### src/rtl/alu_ctrl.sv
// Command-side initiator for the 4-bit ALU: accepts register-to-register commands,
// issues one ALU cycle from an internal register file, writes back and responds.
module alu_ctrl #(
    parameter int WIDTH = 4,
    parameter int NREGS = 4
) (
    input  logic                     clk_i,
    input  logic                     rstn_i,
    input  logic                     cmd_valid_i,
    output logic                     cmd_ready_o,
    input  logic                     cmd_load_i,
    input  logic [3:0]               cmd_op_i,
    input  logic [$clog2(NREGS)-1:0] cmd_rd_i,
    input  logic [$clog2(NREGS)-1:0] cmd_rs1_i,
    input  logic [$clog2(NREGS)-1:0] cmd_rs2_i,
    input  logic [WIDTH-1:0]         cmd_imm_i,
    output logic [WIDTH-1:0]         alu_a_o,
    output logic [WIDTH-1:0]         alu_b_o,
    output logic [3:0]               alu_op_o,
    input  logic [WIDTH-1:0]         alu_result_i,
    input  logic                     alu_invalid_i,
    output logic                     rsp_valid_o,
    input  logic                     rsp_ready_i,
    output logic [WIDTH-1:0]         rsp_data_o,
    output logic                     rsp_err_o
);
    localparam int RW = $clog2(NREGS);

    typedef enum logic [1:0] {IDLE, ISSUE, RESP} state_t;

    typedef struct packed {
        logic            load;
        logic [3:0]      op;
        logic [RW-1:0]   rd;
        logic [RW-1:0]   rs1;
        logic [RW-1:0]   rs2;
        logic [WIDTH-1:0] imm;
    } cmd_t;

    state_t           state_q, state_d;
    cmd_t             cmd_q;
    logic [WIDTH-1:0] regs_q [NREGS];
    logic [WIDTH-1:0] rsp_data_q;
    logic             rsp_err_q;

    logic             wr_en;
    logic [WIDTH-1:0] wr_data;
    logic             issue_err;

    always_comb begin
        state_d = state_q;
        case (state_q)
            IDLE:    if (cmd_valid_i) state_d = ISSUE;
            ISSUE:   state_d = RESP;
            RESP:    if (rsp_ready_i) state_d = IDLE;
            default: state_d = IDLE;
        endcase
    end

    // Outcome of the ISSUE cycle; on an invalid opcode wr_data stays 0, which is also the response data.
    always_comb begin
        wr_en     = 1'b0;
        wr_data   = '0;
        issue_err = 1'b0;
        if (cmd_q.load) begin
            wr_en   = 1'b1;
            wr_data = cmd_q.imm;
        end else if (alu_invalid_i) begin
            issue_err = 1'b1;
        end else begin
            wr_en   = 1'b1;
            wr_data = alu_result_i;
        end
    end

    always_ff @(posedge clk_i or negedge rstn_i) begin
        if (!rstn_i) begin
            state_q    <= IDLE;
            cmd_q      <= '0;
            rsp_data_q <= '0;
            rsp_err_q  <= 1'b0;
        end else begin
            state_q <= state_d;
            if (state_q == IDLE && cmd_valid_i) begin
                cmd_q <= '{load: cmd_load_i, op: cmd_op_i, rd: cmd_rd_i,
                           rs1: cmd_rs1_i, rs2: cmd_rs2_i, imm: cmd_imm_i};
            end
            if (state_q == ISSUE) begin
                rsp_data_q <= wr_data;
                rsp_err_q  <= issue_err;
            end
        end
    end

    // Operands are read combinationally during ISSUE, so a write to rs1/rs2 lands after the read.
    always_ff @(posedge clk_i or negedge rstn_i) begin
        if (!rstn_i) begin
            for (int i = 0; i < NREGS; i++) regs_q[i] <= '0;
        end else if (state_q == ISSUE && wr_en) begin
            regs_q[cmd_q.rd] <= wr_data;
        end
    end

    always_comb begin
        alu_a_o  = '0;
        alu_b_o  = '0;
        alu_op_o = '0;
        if (state_q == ISSUE && !cmd_q.load) begin
            alu_a_o  = regs_q[cmd_q.rs1];
            alu_b_o  = regs_q[cmd_q.rs2];
            alu_op_o = cmd_q.op;
        end
    end

    // Ready is masked by reset so every output reads 0 while reset is held.
    assign cmd_ready_o = rstn_i && (state_q == IDLE);
    assign rsp_valid_o = (state_q == RESP);
    assign rsp_data_o  = rsp_data_q;
    assign rsp_err_o   = rsp_err_q;

endmodule

### config.mk
export PLATFORM = sky130hd
export DESIGN_NAME = alu_ctrl
export DESIGN_NICKNAME = d
export VERILOG_FILES = /design/src/rtl/alu_ctrl.sv
export SDC_FILE = /design/constraint.sdc
export NUM_CORES = 1
export LEC_CHECK = 0
export CAP_MARGIN = 20
export CORE_MARGIN = 3
export CORE_UTILIZATION = 53
export DETAILED_ROUTE_END_ITERATION = 16
export PLACE_DENSITY = 0.84
export SKIP_CTS_REPAIR_TIMING = 1
export SLEW_MARGIN = 20
export SYNTH_ARGS = -nofsm -noshare
export SYNTH_HDL_FRONTEND = slang
export SYNTH_SLANG_ARGS = --single-unit
### constraint.sdc
create_clock -name clk_i -period 3.2 [get_ports clk_i]
set_clock_uncertainty 0.2 [all_clocks]
set_input_delay 0.48 -clock clk_i [delete_from_list [all_inputs] [get_ports clk_i]]
set_output_delay 0.48 -clock clk_i [all_outputs]
set_load 0.03 [all_outputs]
==> reports/qor.yml <==
routing:
  vias: 1151
  drc: 0
  routed_via_density: 5.48
  drtAntennaViolNets: 0
  firstDrtPassIters: 4
  drt_iter0_markers: 62
  wl_mm: 3.49
  avgRoutedWirePerCell_um: 16.6
clocking:
  insertion_delay_ns: 0.33
  cts_tree: "built"
  path_clk_slew_ns: 0.10
  cts.sink_count: 38
  cts_buffers: 5
  root_buffer: "clkbuf_4"
  htree_levels: 2
  clockBufferDepth: 2
synthesis:
  synth_warnings: 0
  syn_area_um2: 1820
  synth_cell_type_count: 21
  syn_nets: 143
  ys_ff_latch: 38
  synth_seq_area_share: 0.523
  syn_area_per_cell_um2: 15.3
  synthCells: 119
grt:
  grt_pass1_wl_mm: 5.91
  grt_pass1_vias: 1272
  grt_antenna_before_repair: 0
  overflow: 0
  track_usage: 0.190
  grt_max_degree: 39
die:
  dieArea_um2: 4170
  num_rows: 20
  die_w_um: 64.5
  die_h_um: 64.5
  start_util: 0.576
  io_pins: 43
  coreArea_um2: 3150
placed_design:
  preCtsSetupSlack_ns: 0.526
  portBuffers: 42
  routabilityCongestion: 0.787
  dp_hpwl_mm: 2.70
finish:
  utilization: 0.738
  diodes: 0
  final_cell_mix: "clkdlybuf4s50_1, dfrtp_1, mux2_2, and2_1, mux4_2"
  final_common_cell: "clkdlybuf4s50_1"
  drive_gt1_frac: 0.343
  nets: 190
  area_growth_pct: 28.2
timing:
  slew_viol_final: 0
  fmax_mhz: 333
  post-route-min-period_ns: 3.01
  setup_ws_ns: 0.194
  holdWs_ns: 0.00431
  setup_viol: 0
  finalCritPeriodShare: 0.939
  hold_violations: 0
  setup_tns_ns: 0
  grt_setup_unrepaired: "false"
  relSlewSlack: 0.567
  worst_pin_slew_ns: 0.648
hold_path:
  hp-class: "input pin to async pin"
critical_path:
  regToRegEndpoint: "regs_q[12]"
  arrival_ns: 2.33
  critPathLaunchType: "flop"
  critPathKind: "flop to primary output"
  r2r_cells: 4
  path_max_fanout: 12
  r2r_setup_slack_ns: 1.13
  reg2reg_from: "state_q[1]"
  cp.required_ns: 2.52
  worst_setup_path_end_kind: "primary output"
pwr:
  powerDensity_nw_per_um2: 912
  p_total_mw: 2.12
  leakage_nw: 0.976
  peakVddDrop_v: 0.000439
run_status:
  status: "finished clean"
job:
  maxCapViolCount: 0
-- cell type report --
| type | instances | area (um^2) |
|---|---|---|
| flip-flops and latches | 38 | 951 |
| multi-input cells | 75 | 836 |
| fillers | 233 | 825 |
| repair buffers | 45 | 438 |
| well taps | 44 | 55.1 |
| clock buffers | 7 | 45.0 |
| inverters | 1 | 3.75 |
-- cell usage after synthesis --
| cell | number | area, um^2 |
|---|---|---|
| buf_2 | 3 | 15.0 |
| and2_1 | 12 | 75.1 |
| mux2_1 | 1 | 11.3 |
| a22o_1 | 3 | 26.3 |
| nor2_1 | 2 | 7.51 |
| mux4_2 | 8 | 180 |
| buf_4 | 1 | 7.51 |
| nand2_1 | 2 | 7.51 |
| clkbuf_1 | 1 | 3.75 |
| mux2_4 | 3 | 45.0 |
| nor3b_2 | 1 | 12.5 |
| mux2_2 | 32 | 360 |
| nor3_2 | 1 | 10.0 |
| nand2b_1 | 3 | 18.8 |
| dfrtp_1 | 38 | 951 |
| o21ai_0 | 2 | 10.0 |
| nor3b_1 | 1 | 7.51 |
| nor4b_4 | 2 | 47.6 |
| inv_1 | 1 | 3.75 |
| nor2b_2 | 1 | 8.76 |
| or4_1 | 1 | 7.51 |
-- power breakdown --
part,switching [mW],total [mW],internal (mW)
logic,0.389,0.965,0.576
clock network,0.142,0.225,0.0829
registers,0.222,0.934,0.712
-- registers in the layout (all words and copies together) (netlist names) --
signal,flops
state_q,2
rsp_data_o,4
cmd_q,15
regs_q,16
rsp_err_o,1
-- per-stage QoR --
step | cell area [um^2] | instances
5_1_grt | 2330 | 210
3_5_place_dp | 2280 | 203
3_3_place_gp | 2280 | 203
4_1_cts | 2330 | 210
2_1_floorplan | 1820 | 119
6_report | 2330 | 210
-- routing by layer --
metal | part of all wire | track usage
met5 | 0 | 0
met3 | 0.063 | 0.0537
met1 | 0.41 | 0.231
met2 | 0.51 | 0.321
met4 | 0.020 | 0.0712
-- worst max-delay path, cell delays in order (launching register included) --
cell and delay (ns):
dfrtp_1 0.42, nand2b_1 0.17, nor2_1 0.50, and2_1 0.23, clkdlybuf4s50_1 0.67
-- worst max path at each step --
stage,start,to,slack (ns),cells past startpoint
after global routing,state_q[1],alu_op_o[1],0.02,4
final,state_q[1],alu_op_o[1],0.19,4
after CTS,state_q[1],alu_op_o[1],0.14,4
after detailed placement,state_q[1],alu_op_o[1],0.53,4
after global placement,state_q[1],alu_op_o[1],0.60,4
after floorplan,state_q[1],alu_a_o[0],1.14,5
-- cell families after synthesis --
family | share of synthesized area
and+or+nand+nor | 0.112
muxes | 0.329
buffers and inverters | 0.0165
DFF | 0.523
AOI/OAI and AO/OA | 0.0200
Note: power is estimated with default switching activity, not from simulation.
